===== src/rtl/pc_src_ctrl_if.sv =====
// pc_src_ctrl_if: request/flag inputs and PC-source control outputs of the
// PC-source sequencer, bundled for the control unit (master) and the
// sequencer itself (slave).
interface pc_src_ctrl_if;
  logic       fetch;
  logic       valid;
  logic [5:0] opcode;
  logic [5:0] funct;
  logic       zero;
  logic       overflow;
  logic       div0;
  logic [2:0] PcSrc;
  logic       PcWrite;
  logic       EPCWrite;
  logic [1:0] ExcSel;
  logic       MemRdVec;
  logic       busy;
  logic       done;

  modport master (
    output fetch, valid, opcode, funct, zero, overflow, div0,
    input  PcSrc, PcWrite, EPCWrite, ExcSel, MemRdVec, busy, done
  );

  modport slave (
    input  fetch, valid, opcode, funct, zero, overflow, div0,
    output PcSrc, PcWrite, EPCWrite, ExcSel, MemRdVec, busy, done
  );
endinterface


===== src/rtl/pc_src_ctrl.sv =====
// pc_src_ctrl: Moore sequencer driving the PcSrc mux select and PC/EPC write
// enables of the multicycle datapath.
// Optional exception handling is built when the macro PC_SRC_EXC_EN is
// defined; otherwise EPCWrite/MemRdVec/ExcSel are tied low and excepting
// instructions resolve like any non-control-flow instruction.
// Every output is a register loaded with the decode of the state being
// entered, so the outputs seen in a cycle belong to the current state.
module pc_src_ctrl #(
  parameter int VEC_LAT = 1
) (
  input logic          clk,
  input logic          reset,
  pc_src_ctrl_if.slave bus
);

  // Catch an unsupported vector-load latency at elaboration.
  if (VEC_LAT < 1 || VEC_LAT > 3) begin : g_bad_vec_lat
    $error("pc_src_ctrl: VEC_LAT must be in 1..3");
  end

`ifdef PC_SRC_EXC_EN
  typedef enum logic [2:0] {
    IDLE, INC, RESOLVE, EXC_EPC, EXC_RD, EXC_WAIT, EXC_LD
  } state_t;

  // Cycles spent in EXC_WAIT are VEC_LAT-1; the counter counts down to 0.
  localparam logic [1:0] WAIT_LOAD = (VEC_LAT > 1) ? 2'(VEC_LAT - 2) : 2'd0;
`else
  typedef enum logic [1:0] {
    IDLE, INC, RESOLVE
  } state_t;
`endif

  state_t     state_reg, state_next;

  logic [2:0] pc_src_reg, pc_src_next;
  logic       pc_write_reg, pc_write_next;
  logic       done_reg, done_next;
  logic       busy_reg, busy_next;

  // Control-flow decision for the instruction presented with valid.
  logic [2:0] branch_src;
  logic       branch_take;

`ifdef PC_SRC_EXC_EN
  logic       epc_write_reg, epc_write_next;
  logic       mem_rd_reg, mem_rd_next;
  logic [1:0] exc_sel_reg, exc_sel_next;
  logic [1:0] exc_code_reg, exc_code_next;
  logic [1:0] wait_cnt_reg, wait_cnt_next;
  logic       op_illegal;
  logic       exc_hit;
  logic [1:0] exc_code;

  // Opcodes this datapath implements; anything else traps.
  function automatic logic is_legal(input logic [5:0] op);
    case (op)
      6'h00, 6'h02, 6'h03, 6'h04, 6'h05, 6'h08, 6'h0A,
      6'h0C, 6'h0F, 6'h20, 6'h23, 6'h28, 6'h2B: is_legal = 1'b1;
      default:                                   is_legal = 1'b0;
    endcase
  endfunction

  // Exception classification: illegal opcode beats div0 beats overflow.
  always_comb begin
    op_illegal = !is_legal(bus.opcode);
    exc_hit    = op_illegal || bus.div0 || bus.overflow;
    if (op_illegal)
      exc_code = 2'd0;
    else if (bus.div0)
      exc_code = 2'd2;
    else
      exc_code = 2'd1;
  end
`endif

  // Branch / jump resolution from the instruction fields and ALU zero flag.
  always_comb begin
    branch_src  = 3'd0;
    branch_take = 1'b0;
    case (bus.opcode)
      6'h04: if (bus.zero) begin
        branch_src  = 3'd1;
        branch_take = 1'b1;
      end
      6'h05: if (!bus.zero) begin
        branch_src  = 3'd1;
        branch_take = 1'b1;
      end
      6'h02, 6'h03: begin
        branch_src  = 3'd2;
        branch_take = 1'b1;
      end
      6'h00: if (bus.funct == 6'h08) begin
        branch_src  = 3'd3;
        branch_take = 1'b1;
      end
      default: ;
    endcase
  end

  // Next-state selection followed by the Moore decode of the entered state.
  always_comb begin
    state_next    = state_reg;
    pc_src_next   = 3'd0;
    pc_write_next = 1'b0;
    done_next     = 1'b0;
`ifdef PC_SRC_EXC_EN
    epc_write_next = 1'b0;
    mem_rd_next    = 1'b0;
    exc_sel_next   = 2'd0;
    exc_code_next  = exc_code_reg;
    wait_cnt_next  = wait_cnt_reg;
`endif

    case (state_reg)
      IDLE: begin
        // fetch has priority; a simultaneous valid is dropped.
        if (bus.fetch) begin
          state_next = INC;
        end else if (bus.valid) begin
`ifdef PC_SRC_EXC_EN
          // Exceptions are detected on the accept edge so EPC is written
          // in the very next cycle instead of spending a cycle in RESOLVE.
          if (exc_hit) begin
            state_next    = EXC_EPC;
            exc_code_next = exc_code;
          end else begin
            state_next = RESOLVE;
          end
`else
          state_next = RESOLVE;
`endif
        end
      end
      INC, RESOLVE: state_next = IDLE;
`ifdef PC_SRC_EXC_EN
      EXC_EPC: state_next = EXC_RD;
      EXC_RD: begin
        if (VEC_LAT > 1) begin
          state_next    = EXC_WAIT;
          wait_cnt_next = WAIT_LOAD;
        end else begin
          state_next = EXC_LD;
        end
      end
      EXC_WAIT: begin
        if (wait_cnt_reg == 2'd0)
          state_next = EXC_LD;
        else
          wait_cnt_next = wait_cnt_reg - 2'd1;
      end
      EXC_LD: state_next = IDLE;
`endif
      default: state_next = IDLE;
    endcase

    // RESOLVE is only entered straight from IDLE, so the live instruction
    // fields here are the ones being captured on this edge.
    case (state_next)
      INC: begin
        pc_write_next = 1'b1;
        done_next     = 1'b1;
      end
      RESOLVE: begin
        pc_src_next   = branch_take ? branch_src : 3'd0;
        pc_write_next = branch_take;
        done_next     = 1'b1;
      end
`ifdef PC_SRC_EXC_EN
      EXC_EPC: begin
        epc_write_next = 1'b1;
        exc_sel_next   = exc_code_next;
      end
      EXC_RD: begin
        mem_rd_next  = 1'b1;
        exc_sel_next = exc_code_next;
      end
      EXC_WAIT: begin
        exc_sel_next = exc_code_next;
      end
      EXC_LD: begin
        pc_src_next   = 3'd4;
        pc_write_next = 1'b1;
        done_next     = 1'b1;
        exc_sel_next  = exc_code_next;
      end
`endif
      default: ;
    endcase
  end

  always_comb busy_next = (state_next != IDLE);

  // State and output registers; reset abandons any sequence in flight.
  always_ff @(posedge clk or negedge reset) begin
    if (!reset) begin
      state_reg    <= IDLE;
      pc_src_reg   <= 3'd0;
      pc_write_reg <= 1'b0;
      done_reg     <= 1'b0;
      busy_reg     <= 1'b0;
    end else begin
      state_reg    <= state_next;
      pc_src_reg   <= pc_src_next;
      pc_write_reg <= pc_write_next;
      done_reg     <= done_next;
      busy_reg     <= busy_next;
    end
  end

`ifdef PC_SRC_EXC_EN
  // Exception-path registers: cause code, wait counter and its outputs.
  always_ff @(posedge clk or negedge reset) begin
    if (!reset) begin
      epc_write_reg <= 1'b0;
      mem_rd_reg    <= 1'b0;
      exc_sel_reg   <= 2'd0;
      exc_code_reg  <= 2'd0;
      wait_cnt_reg  <= 2'd0;
    end else begin
      epc_write_reg <= epc_write_next;
      mem_rd_reg    <= mem_rd_next;
      exc_sel_reg   <= exc_sel_next;
      exc_code_reg  <= exc_code_next;
      wait_cnt_reg  <= wait_cnt_next;
    end
  end

  assign bus.EPCWrite = epc_write_reg;
  assign bus.MemRdVec = mem_rd_reg;
  assign bus.ExcSel   = exc_sel_reg;
`else
  assign bus.EPCWrite = 1'b0;
  assign bus.MemRdVec = 1'b0;
  assign bus.ExcSel   = 2'd0;
`endif

  assign bus.PcSrc   = pc_src_reg;
  assign bus.PcWrite = pc_write_reg;
  assign bus.done    = done_reg;
  assign bus.busy    = busy_reg;

endmodule


===== src/flat_wrapper.sv =====
// flat-port wrapper written by rule: the top's interface ports become plain ports
module pc_src_ctrl_flat 
#(
  parameter int VEC_LAT = 1
)
  (clk, reset, bus_fetch, bus_valid, bus_opcode, bus_funct, bus_zero, bus_overflow, bus_div0, bus_PcSrc, bus_PcWrite, bus_EPCWrite, bus_ExcSel, bus_MemRdVec, bus_busy, bus_done);
  pc_src_ctrl_if bus_i ();
  input logic clk;
  input logic reset;
  input wire logic [$bits(bus_i.fetch)-1:0] bus_fetch;
  input wire logic [$bits(bus_i.valid)-1:0] bus_valid;
  input wire logic [$bits(bus_i.opcode)-1:0] bus_opcode;
  input wire logic [$bits(bus_i.funct)-1:0] bus_funct;
  input wire logic [$bits(bus_i.zero)-1:0] bus_zero;
  input wire logic [$bits(bus_i.overflow)-1:0] bus_overflow;
  input wire logic [$bits(bus_i.div0)-1:0] bus_div0;
  output wire logic [$bits(bus_i.PcSrc)-1:0] bus_PcSrc;
  output wire logic [$bits(bus_i.PcWrite)-1:0] bus_PcWrite;
  output wire logic [$bits(bus_i.EPCWrite)-1:0] bus_EPCWrite;
  output wire logic [$bits(bus_i.ExcSel)-1:0] bus_ExcSel;
  output wire logic [$bits(bus_i.MemRdVec)-1:0] bus_MemRdVec;
  output wire logic [$bits(bus_i.busy)-1:0] bus_busy;
  output wire logic [$bits(bus_i.done)-1:0] bus_done;
  assign bus_i.fetch = bus_fetch;
  assign bus_i.valid = bus_valid;
  assign bus_i.opcode = bus_opcode;
  assign bus_i.funct = bus_funct;
  assign bus_i.zero = bus_zero;
  assign bus_i.overflow = bus_overflow;
  assign bus_i.div0 = bus_div0;
  assign bus_PcSrc = bus_i.PcSrc;
  assign bus_PcWrite = bus_i.PcWrite;
  assign bus_EPCWrite = bus_i.EPCWrite;
  assign bus_ExcSel = bus_i.ExcSel;
  assign bus_MemRdVec = bus_i.MemRdVec;
  assign bus_busy = bus_i.busy;
  assign bus_done = bus_i.done;
  pc_src_ctrl #(.VEC_LAT(VEC_LAT)) u_core (.clk(clk), .reset(reset), .bus(bus_i));
endmodule

===== config.mk =====
export PLATFORM = sky130hd
export DESIGN_NAME = pc_src_ctrl_flat
export DESIGN_NICKNAME = d
export VERILOG_FILES = /design/src/rtl/pc_src_ctrl_if.sv /design/src/rtl/pc_src_ctrl.sv /design/src/flat_wrapper.sv
export SDC_FILE = /design/constraint.sdc
export NUM_CORES = 1
export LEC_CHECK = 0
export BUFFER_PORTS_ARGS = -buffer_cell sky130_fd_sc_hd__clkbuf_2
export CORE_AREA = 2 2 39 41
export CTS_CLUSTER_SIZE = 8
export DETAILED_ROUTE_END_ITERATION = 12
export DIE_AREA = 0 0 41 43
export GPL_ROUTABILITY_DRIVEN = 0
export SLEW_MARGIN = 20
export SYNTH_ARGS = -nofsm -noshare
export SYNTH_HDL_FRONTEND = slang
export SYNTH_SLANG_ARGS = --single-unit

===== constraint.sdc =====
create_clock -name clk -period 2.27 [get_ports clk]
set_input_delay 0.454 -clock clk [delete_from_list [all_inputs] [get_ports clk]]
set_output_delay 0.454 -clock clk [all_outputs]
set_load 0.02 [all_outputs]

== Yosys cells after proc, flatten, opt, wreduce, memory -nomap -nowiden ==
Cells that the tools add are included.
Widths: inputs -> output; s select.

* Bits in writable memories: 0
* Memory bits (read-only): 0
* Output and inout bits: 10
* Word-level logic and storage cells: 32
* Bits in latches: 0
* Memories kept: 0
* Register bits after elaboration: 8
* Input port bits: 19

* Reductions and logical operators: 5
* Equal/unequal tests: 7
* Magnitude comparators: 0
* Bitwise gates (word level): 0
* Div/mod/pow operators: 0
* Multiply operators: 0
* Add/sub/neg operators: 0
* Shift operators: 0
* Mux-type cells: 15

{| class="wikitable"
|+ Operators by type and width
! cell !! number
|-
| $eq 6x2->1 const B || 2
|-
| $eq 6x3->1 const B || 2
|-
| $pmux 3 s4 || 1
|-
| $mux 2 || 4
|-
| $eq 6x4->1 const B || 1
|-
| $logic_not 6->1 || 1
|-
| $mux 1 || 6
|-
| $mux 3 || 2
|-
| $pmux 1 s4 || 1
|-
| $reduce_or 2->1 || 2
|-
| $eq 2x1->1 const B || 1
|-
| $eq 2x2->1 const B || 1
|-
| $logic_not 2->1 || 1
|-
| $pmux 1 s2 || 1
|-
| $reduce_bool 2->1 || 1
|}

== Depth between registers and ports, before layout ==
Gate-level depths: netlist (run 1).

* Word-level depth: 6
* Mapped depth: 6
* Depth with buffers taken out: 6

== Worst setup path before layout (run 1) ==
Ideal clock, no wire load.

* Kind: input port to flip-flop
* From: input port bus_fetch
* To: register u_core.pc_src_reg[0] (netlist: u_core.bus.PcSrc[0])
* Slack: 0.599 ns
* Library setup time: 0.111 ns
* Buffers on the path: 0
* Required time: 2.159 ns
* Data arrival time: 1.560 ns
* Stages on the path: 5
* Cells stage by stage: nand3b_1 -> inv_1 -> ha_1 -> or4b_4 -> a2111oi_2

* Cells in the longest elaborated chain, start to end: 4

{| class="wikitable"
|+ Ends and longest elaborated chain
! item !! line !! source
|-
| start: declaration || flat_wrapper.sv:10 || <nowiki>input wire logic [$bits(bus_i.fetch)-1:0] bus_fetch;</nowiki>
|-
| $mux 2 || pc_src_ctrl.sv:119 || <nowiki>if (bus.fetch) begin</nowiki>
|-
| $mux 2 || pc_src_ctrl.sv:116 || <nowiki>case (state_reg)</nowiki>
|-
| net u_core.state_next[1] || pc_src_ctrl.sv:34 || <nowiki>state_t state_reg, state_next;</nowiki>
|-
| $eq 2x2->1 || pc_src_ctrl.sv:160 || <nowiki>case (state_next)</nowiki>
|-
| $mux 3 || pc_src_ctrl.sv:160 ||
|-
| net u_core.pc_src_next[0] || pc_src_ctrl.sv:36 || <nowiki>logic [2:0] pc_src_reg, pc_src_next;</nowiki>
|-
| end signal: assignment || pc_src_ctrl.sv:205 || <nowiki>pc_src_reg <= pc_src_next;</nowiki>
|-
| end: declaration || pc_src_ctrl.sv:36 ||
|}

The timed path passes the listed nets, and every way through them passes these cells.

== Worst setup path after layout (run 1) ==
* From: register u_core.state_reg[1]
* To: register u_core.pc_src_reg[0] (netlist: u_core.bus.PcSrc[0])

* Cells in the longest elaborated chain, start to end: 5
* Elaborated cells on any way between the ends: 6
* Those cells by class: eq/ne (1); mux (4); reduce/logical (1)

{| class="wikitable"
|+ Ends and longest elaborated chain
! item !! line !! source
|-
| start: declaration || pc_src_ctrl.sv:34 ||
|-
| start signal: assignment || pc_src_ctrl.sv:204 || <nowiki>state_reg <= state_next;</nowiki>
|-
| $mux 2 || pc_src_ctrl.sv:121 || <nowiki>end else if (bus.valid) begin</nowiki>
|-
| $mux 2 || pc_src_ctrl.sv:119 ||
|-
| $mux 2 * || pc_src_ctrl.sv:116 ||
|-
| net u_core.state_next[1] || pc_src_ctrl.sv:34 ||
|-
| $eq 2x2->1 * || pc_src_ctrl.sv:160 ||
|-
| $mux 3 * || pc_src_ctrl.sv:160 ||
|-
| net u_core.pc_src_next[0] || pc_src_ctrl.sv:36 ||
|}

Mark *: on every way through the listed nets, which the timed path passes. The rest lies on a longest branch.

==> parameters.txt, run 1 <==
Parameter                              Value

Run status
  Run status ... finished clean

Global route
  Maximum number of pins on one net before global-route repair ... 8
  Vias in the first global route ... ~300
  Total routing usage reported by global routing ... 10.36%
  Antenna violations before repair ... 0
  Wire length of the first global-routing pass ... around 1200 µm
  Congestion Overflow GR ... 0

Logic synthesis
  Post-synth EDFFs ... 0
  Syn Inst Count ... 37
  Mapped Area ... 397.9 µm²
  Number of warning messages in the yosys log ... 0
  Library cell with the largest summed area after synthesis ... dfrtp_1
  Dominant register cell in the synthesized netlist ... dfrtp_1
  Share of flip-flops with an asynchronous set or reset after synthesis ... between 90% and 100%
  Top cells by area in the synthesized netlist ... dfrtp_1, buf_4, ha_1
  Post-synth top area share ... 44.03%
  Top cells by count, synth ... dfrtp_1, inv_1, buf_4, ha_1
  Most used standard cell by instance count after synthesis ... dfrtp_1
  Sequential fraction of the synthesis area ... 44.03%
  Synth Area per Inst ... around 11 µm²
  Number of register bits inferred by synthesis ... 7
  Post-synth cell types ... 18

Power and ir drop
  Maximum vdd drop ... roughly 150 µV
  Total power divided by cell area ... a little under 600 nW/µm²
  Static leakage ... 0.2963 nW

Clock tree
  Cell at the root of the clock tree ... clkbuf_4
  Clock tree from TritonCTS ... done
  Clock latency reported for the late side of the worst-skew pair ... between 200 and 250 ps
  Clock-pin slew reported for the worst setup and hold paths after clock tree synthesis ... about 50 ps
  Level count of the clock H-tree ... 1
  Number of buffers created by CTS ... 3
  CTS sink count ... 7
  Post-cts repair resize count ... 0
  Count of buffers added by post-CTS timing repair for setup ... 0
  Buffer levels on the longest clock path ... 2
  Post-CTS Hold Fix Bufs ... 0

Cells and area
  Layout overhead on the synthesized area ... 32.39%
  Fraction of the core area covered by cells at the end of the flow ... a little under two fifths
  Final Instance Count excl. Fillers ... between 70 and 80
  Share of post-route cells with drive strength above 1 ... between 40% and 50%
  Total inserted antenna cells ... 0
  Post-layout nets ... 84

STA
  Final critical delay including setup and external delays ... around 1800 ps
  Final Setup Violations ... 0
  Fmax ... 0.5553 GHz
  Fin Setup TNS ... 0 ps
  Final clock period utilization by the worst path ... 79.33%
  Number of slew-limit violations in the final report ... 0
  Post-route worst setup slack ... approximately 470 ps
  Worst Clk Skew ... ~1.2 ps
  Endpoints failing hold ... 0
  Unrepaired setup endpoints after global routing ... false

Die
  Initial Util ... between 20% and 30%
  Std-Cell Rows ... 14
  Die Y ... 43 µm
  Die X ... between 40 and 50 µm
  Overall die area ... roughly 1800 µm²
  I/O pin cnt ... 29
  Placeable core area ... 1384 µm²

Route
  Antenna violation net count after detailed routing ... 0
  Post-DR wirelength/cell ... 9.065 µm
  Detailed-route vias per instance ... roughly 4.3
  Number of remaining DRC errors ... 0
  DR WL met2 ... around 390 µm
  DRT Wirelength ... ~700 µm
  Metal3 WL ... between 60 and 70 µm
  Total number of vias ... 330
  Detailed-routing wirelength on met1 ... approximately 250 µm
  DRC marker count from the first detailed-route iteration ... 2
  Highest metal layer used by the detailed router ... met3
  Drt pass-1 iters ... 3

Setup path
  Data arrival time of the critical path ... about 1900 ps
  CP peak stage delay ... around 490 ps
  Crit start category ... flip-flop
  Largest delay contributor family on the critical path ... simple AND/OR/NAND/NOR gates
  Crit path cell chain ... nor2_1 -> nand3b_1 -> inv_1 -> ha_1 -> or4b_4 -> a2111oi_2
  Endpoint kind of the worst setup timing path ... flip-flop
  Slowest stage cell, crit path ... or4b_4
  Critical Path RT ... 2390 ps
  Setup CP Type ... reg2reg
  Number of buffers and inverters on the critical path ... 1
  Highest fanout seen on the critical path ... 3

Place
  Inst Count DP ... 73
  Count of buffers inserted at the top-level ports ... 21
  Worst slack after detailed placement ... 363.0 ps
  Estimated wirelength of the detail-placed design ... 620.2 µm

Flow run
  Number of violations of the max-capacitance limit ... 0

Hold path
  Class of the most critical hold timing path ... in2async
## metal layers
layer | global-route usage, % | vias up
met4 | 8.000 | 0
met3 | 3.141 | 0
met1 | 10.68 | 149
met2 | 16.25 | 13
li1 | - | 168
met5 | 0 | -
## power by group
part           internal (mW)  switching [mW]
logic                 0.0248          0.0396
registers              0.133         0.00225
clock network         0.0667          0.0402
total                  0.225          0.0820
## per-stage QoR
stage / instance area, µm² / hold slack (ps) / total power, mW
finish: 526.8 / 37.57 / 0.3069
global route: 526.8 / 27.78 / 0.3334
CTS: 526.8 / 32.76 / 0.3147
detailed placement: 500.5 / 297.6 / 0.2027
global placement: 500.5 / 291.3 / 0.2008
floorplan: 412.9 / 158.4 / 0.1794
## path summary, 6_finish.rpt
check | startpoint | slack, ps | cells after the start | end
setup / recovery | u_core.state_reg[1] | 470 | 6 | u_core.bus.PcSrc[0]
hold / removal | reset | 40 | 1 | u_core.bus.PcWrite
setup reg to reg | u_core.state_reg[1] | 470 | 6 | u_core.bus.PcSrc[0]
hold reg to reg | u_core.state_reg[0] | 600 | 3 | u_core.state_reg[0]
max in group asynchronous | reset | 2070 | 1 | u_core.state_reg[0]
min in group clk | bus_opcode[1] | 390 | 2 | u_core.bus.PcSrc[0]
## cells in the final DEF, fill, tap and decap left out, drive strengths merged, types with 2 or more instances in the layout
| cell | instances |
|---|---|
| conb | 5 |
| a221oi | 2 |
| nor2 | 2 |
| clkbuf | 25 |
| inv | 6 |
| ha | 3 |
| dfrtp | 7 |
## final cells by class
class / instances / area, µm²
fill: 158 / 857.1
clock buffer: 4 / 26.28
inverter: 6 / 22.52
tap: 16 / 20.02
timing repair buffer: 21 / 105.1
sequential: 7 / 175.2
multi-input combinational: 23 / 177.7
## cell families after synthesis
group                    Yosys count  synth area share, %
AND/OR/NAND/NOR                    9                16.35
buffers and inverters             11                15.09
adder cells (fa/ha/maj)            3                9.435
AO/OA/AOI/OAI                      5                11.95
flip-flops                         7                44.03
XOR/XNOR                           1                2.202
other                              1               0.9425
## worst register-to-register path, cell delays in order (launching register included)
cell	delay (ps)
dfrtp_1	360
nor2_1	140
nand3b_1	140
inv_1	100
ha_1	150
or4b_4	490
a2111oi_2	310
(Power assumes the default switching activity.)
==> run 2: changes to the inputs <==
clock period = 1.71 ns   (was 2.27 ns; I/O delays follow)
==> run 2 against run 1 <==
  * Fmax up 7.6%
  * Routed wire length up 6.0%
  * Final area up 10%
  * Flip-flop and latch count unchanged
  * Worst setup slack worse by 430 ps
  * Combinational power up 57%
  * Largest cell class unchanged
  * Total power up 39%
  * Clock-buffer cell count unchanged
  * Cell count up 5.2%
  * Critical endpoint is now u_core.bus.PcWrite
  * Clock skew about the same
  * Critical path type unchanged
  * Sequential power up 32%
  * Highest routed layer unchanged
==> parameters.txt, run 2 (synthesis results as in run 1) <==
Parameter                              Value

Place
  Estimated wirelength of the detail-placed design ... 583.2 µm
  Inst Count DP ... 74
  Worst slack after detailed placement ... -37.89 ps
  Count of buffers inserted at the top-level ports ... 21

Cells and area
  Total inserted antenna cells ... 0
  Final Instance Count excl. Fillers ... a little over 80
  Layout overhead on the synthesized area ... 45.91%
  Top library cells by usage in the layout, fill and taps aside ... clkbuf_2, dfrtp_1, inv_1
  Fillcell total ... between 100 and 150
  Most frequent standard cell in the layout excluding fill and tap cells ... clkbuf_2
  Post-layout nets ... 88
  Share of post-route cells with drive strength above 1 ... 49.23%

Route
  DRC marker count from the first detailed-route iteration ... 0
  Post-DR wirelength/cell ... a little over 9 µm
  Number of remaining DRC errors ... 0
  Drt pass-1 iters ... 1
  Total number of vias ... 339
  Detailed-route vias per instance ... roughly 4.2
  DRT Wirelength ... roughly 740 µm
  Antenna violation net count after detailed routing ... 0

Die
  Std-Cell Rows ... 14
  Overall die area ... around 1800 µm²
  Die Y ... 43 µm
  I/O pin cnt ... 29
  Die X ... 41 µm
  Initial Util ... between 20 and 30%
  Placeable core area ... between 1000 and 1500 µm²

STA
  Fin Setup TNS ... 0 ps
  Fmax ... 0.5976 GHz
  Final clock period utilization by the worst path ... 97.86%
  Endpoints failing hold ... 0
  Worst Clk Skew ... ~0.80 ps
  Number of slew-limit violations in the final report ... 0
  Post-route worst setup slack ... ~37 ps
  Final Setup Violations ... 0
  Final critical delay including setup and external delays ... between 1500 and 2000 ps
  Unrepaired setup endpoints after global routing ... true

Global route
  Congestion Overflow GR ... 0
  Vias in the first global route ... around 330
  Total routing usage reported by global routing ... 10.75%
  Maximum number of pins on one net before global-route repair ... 8
  Wire length of the first global-routing pass ... between 1000 and 1500 µm
  Antenna violations before repair ... 0

Setup path
  Critical Path RT ... between 1500 and 2000 ps
  Endpoint kind of the worst setup timing path ... flip-flop
  Data arrival time of the critical path ... ~1800 ps
  Worst setup slack for register-to-register paths ... 40 ps
  Setup CP Type ... reg2reg
  Crit path capture ... u_core.bus.PcWrite
  Crit path cell chain ... nor2_2 -> nand3b_1 -> inv_1 -> ha_1 -> or4b_4 -> a221oi_2
  FF-to-FF path depth ... 6
  CP peak stage delay ... about 500 ps
  Slowest stage cell, crit path ... or4b_4
  RR Startpoint ... u_core.state_reg[0]
  Highest fanout seen on the critical path ... 3
  Crit start category ... flip-flop
  Crit Reg-Reg Endpoint ... u_core.bus.PcWrite
  Source of the critical timing path ... u_core.state_reg[0]

Clock tree
  Clock latency reported for the late side of the worst-skew pair ... approximately 240 ps
  Clock-pin slew reported for the worst setup and hold paths after clock tree synthesis ... 50 ps
  CTS sink count ... 7
  Number of buffers created by CTS ... 3
  Clock tree from TritonCTS ... done
  Level count of the clock H-tree ... 1
  Buffer levels on the longest clock path ... 2
  Cell at the root of the clock tree ... clkbuf_4

Run status
  Run status ... finished clean

Power and ir drop
  Total power divided by cell area ... around 730 nW/µm²
  Maximum vdd drop ... around 160 µV
  Static leakage ... 0.3158 nW

Flow run
  Number of violations of the max-capacitance limit ... 0

Hold path
  Class of the most critical hold timing path ... in2reg
==> run 2: cell count changes in the layout (fill, tap and decap cells not counted), sizes merged <==
cell,before,now
dlygate4sd3,0,1
buf,0,3
==> run 2: power by group <==
part	switching, mW	internal (mW)	total (mW)
clock	0.0555	0.0887	0.144
combinational	0.0583	0.0423	0.101
sequential	0.00332	0.177	0.180
==> run 2: metrics by stage <==
step	utilization [%]	total power, mW	hold WS, ps	area [µm²]
2_1_floorplan	-	0.2381	46.41	412.9
3_3_place_gp	36.71	0.2683	179.8	508.0
3_5_place_dp	36.71	0.2696	184.4	508.0
4_1_cts	40.42	0.4249	293.6	559.3
5_1_grt	41.95	0.4537	298.1	580.6
6_report	41.95	0.4251	304.5	580.6
==> run 2: routing by layer <==
layer | up-vias | wire length, µm | global-route usage (%)
met5 | - | 0 | 0
met4 | 0 | 0 | 10.00
met3 | 0 | 57 | 1.571
met2 | 13 | 401 | 17.19
met1 | 155 | 281 | 10.97
li1 | 171 | - | -
==> run 2: cell type report <==
class                   instances  area (µm²)  share of cell area [%]
multi-input cells              23       198.9                   34.27
flip-flops and latches          7       175.2                   30.17
repair buffers                 25       137.6                   23.71
clock buffers                   4       26.28                   4.526
inverters                       6       22.52                   3.879
well taps                      16       20.02                   3.448
==> run 2: worst min-delay path by stage <==
| stage | to | start | slack, ps | cells after the start |
|---|---|---|---|---|
| after detailed placement | u_core.bus.PcSrc[1] | reset | 180 | 1 |
| after floorplan | u_core.bus.PcSrc[0] | reset | 50 | 0 |
| final | u_core.bus.PcSrc[0] | bus_opcode[1] | 300 | 2 |
| after CTS | u_core.bus.PcSrc[0] | bus_opcode[1] | 290 | 2 |
| after global routing | u_core.bus.PcSrc[0] | bus_opcode[1] | 300 | 2 |
| after global placement | u_core.bus.PcSrc[0] | reset | 180 | 1 |
==> run 2: critical path, delay by kind of cell (launching register included) <==
kind                     cells  cell delay (ps)
adder cells (fa/ha/maj)      1              150
buffers and inverters        1               90
flip-flops                   1              370
AO/OA/AOI/OAI                1              250
AND/OR/NAND/NOR              3              730
==> run 2: what timing repair did <==
action,in CTS,in global routing
hold buffers,1,0
pin swaps,1,1
resized for setup,2,1
endpoints found under the setup margin,1,2
hold endpoints to repair,7,0
buffers inserted,0,2
==> run 3: changes to the inputs <==
MAX_ROUTING_LAYER = met4   (was not set)
RECOVER_POWER = 50   (was not set)
==> run 3 against run 2 <==
  * Critical path depth unchanged
  * Largest power group unchanged
  * Hold slack got worse by 1.2 ps
  * Total power increased by 0.11%
  * Global-route usage increased by 0.27 points
  * Flip-flop and latch count unchanged
  * Sequential share of layout area increased by 0.065 points
==> parameters.txt, run 3 (synthesis results as in run 1) <==
Parameter                              Value

Power and ir drop
  Clock network fraction of design power ... between 30 and 40%
  Total power divided by cell area ... approximately 730 nW/µm²
  Int Pwr ... between 0.3 and 0.4 mW
  Part of the total power dissipated in combinational logic ... about a quarter
  Total power ... approximately 0.43 mW
  Power spent charging and discharging nets ... about 0.12 mW
  Switching power as a share of total power ... between 20 and 30%
  Maximum vdd drop ... ~160 µV
  Proportion of power drawn by flip-flops and latches ... 42.4%
  Static leakage ... around 0.31 nW

Setup path
  RR Startpoint ... u_core.state_reg[0]
  Data arrival time of the critical path ... 1820 ps
  Critical Path RT ... roughly 1900 ps
  Setup CP Type ... reg2reg
  Highest fanout seen on the critical path ... 3
  Crit start category ... flip-flop
  Source of the critical timing path ... u_core.state_reg[0]
  Endpoint kind of the worst setup timing path ... flip-flop

Route
  Drt pass-1 iters ... 1
  Highest metal layer used by the detailed router ... met3
  Antenna violation net count after detailed routing ... 0
  Detailed-route vias per instance ... about 4.2
  DR WL met2 ... just under 400 µm
  Post-DR wirelength/cell ... between 9 and 10 µm
  Detailed-routing wirelength on met1 ... 284 µm
  Total number of vias ... roughly 340
  DRC marker count from the first detailed-route iteration ... 0
  Number of remaining DRC errors ... 0
  Metal3 WL ... ~56 µm
  DRT Wirelength ... around 740 µm

STA
  Unrepaired setup endpoints after global routing ... true
  Final clock period utilization by the worst path ... a little over nine tenths
  Final critical delay including setup and external delays ... about 1700 ps
  Fmax ... between 0.5 and 0.6 GHz
  Worst Clk Skew ... between 0.4 and 0.5 ps
  Number of slew-limit violations in the final report ... 0
  Endpoints failing hold ... 0
  Smallest hold slack ... 303.3 ps
  Final Setup Violations ... 0

Clock tree
  Cell at the root of the clock tree ... clkbuf_4
  Clock-pin slew reported for the worst setup and hold paths after clock tree synthesis ... about 50 ps
  Buffer levels on the longest clock path ... 2
  Clock tree from TritonCTS ... done
  Level count of the clock H-tree ... 1
  Number of buffers created by CTS ... 3
  Clock latency reported for the late side of the worst-skew pair ... 240 ps
  CTS sink count ... 7

Cells and area
  Share of post-route cells with drive strength above 1 ... around 48%
  Layout overhead on the synthesized area ... 45.60%
  Total inserted antenna cells ... 0
  Fillcell total ... 135
  Most frequent standard cell in the layout excluding fill and tap cells ... clkbuf_2
  Post-layout nets ... a little under 90
  Multi-input logic area ... 198.9 µm²
  Fraction of the core area covered by cells at the end of the flow ... a little over two fifths
  Top library cells by usage in the layout, fill and taps aside ... clkbuf_2, dfrtp_1, inv_1
  Sequential cell area ... around 180 µm²
  Final Instance Count excl. Fillers ... a little over 80

Global route
  Total routing usage reported by global routing ... between 10% and 20%
  Congestion Overflow GR ... 0
  Wire length of the first global-routing pass ... about 1300 µm
  Antenna violations before repair ... 0
  Maximum number of pins on one net before global-route repair ... 8
  Vias in the first global route ... around 330

Die
  Initial Util ... between 20% and 30%
  Overall die area ... ~1800 µm²
  Placeable core area ... between 1000 and 1500 µm²
  Die X ... around 41 µm
  Std-Cell Rows ... 14
  I/O pin cnt ... 29
  Die Y ... 43 µm

Run status
  Run status ... finished clean

Hold path
  Class of the most critical hold timing path ... in2reg
  Hold path startpoint ... bus_opcode[1]

Place
  Count of buffers inserted at the top-level ports ... 21
  Estimated wirelength of the detail-placed design ... about 600 µm
  Inst Count DP ... between 70 and 80

Flow run
  Number of violations of the max-capacitance limit ... 0
## run 3: cell counts in the layout (fill, tap and decap cells not counted)
Identical to the previous run, type by type.
## run 3: area by class of cell
class                      count  share of cell area [%]
multi-input combinational     23                   34.34
sequential                     7                   30.24
timing repair buffer          25                   23.54
clock buffer                   4                   4.536
inverter                       6                   3.888
tap                           16                   3.456
## run 3: worst paths after layout
kind / slack, ps / depth (start not counted) / to
max in group asynchronous: 950 / 2 / u_core.bus.PcSrc[0]
min in group asynchronous: 510 / 2 / u_core.bus.busy
setup reg to reg: 40 / 6 / u_core.bus.PcWrite
hold / removal: 300 / 2 / u_core.bus.PcSrc[0]
setup / recovery: 40 / 6 / u_core.bus.PcWrite
hold reg to reg: 690 / 4 / u_core.state_reg[1]
## run 3: what timing repair did
| item | 4_1_cts | 5_1_grt |
|---|---|---|
| hold buffers | 1 | 0 |
| buffers inserted | 0 | 2 |
| gates cloned | 0 | 0 |
| resized for setup | 2 | 1 |
| pin swaps | 1 | 1 |
| setup endpoints to repair | 1 | 2 |
| endpoints found under the hold margin | 7 | 0 |
## run 3: critical path: stages (launching register included)
cell	delay, ps
dfrtp_1	370
nor2_2	120
nand3b_1	110
inv_1	90
ha_1	150
or4b_4	500
a221oi_2	250
## run 3: power by group through the flow
stage / Combinational [mW] / Clock [mW] / Sequential, mW
finish: 0.100 / 0.145 / 0.180
global route: 0.114 / 0.158 / 0.182
CTS: 0.0918 / 0.153 / 0.180
detailed placement: 0.0872 / 0 / 0.182
global placement: 0.0862 / 0 / 0.182
floorplan: 0.0456 / 0 / 0.193
## run 3: per-layer routing
metal | track usage, % | vias to the layer above
met5 | - | -
met4 | 10.00 | 0
met3 | 1.571 | 0
met2 | 17.19 | 13
met1 | 10.97 | 155
li1 | - | 171
## run 3: through the flow
stage                     setup TNS (ps)  worst slack (ps)  area (µm²)
after CTS                              0             26.47       559.3
after detailed placement          -37.89            -37.89       508.0
after global placement            -46.05            -46.05       508.0
final                                  0             36.89       579.3
after global routing              -98.23            -57.56       579.3
after floorplan                        0             88.03       412.9
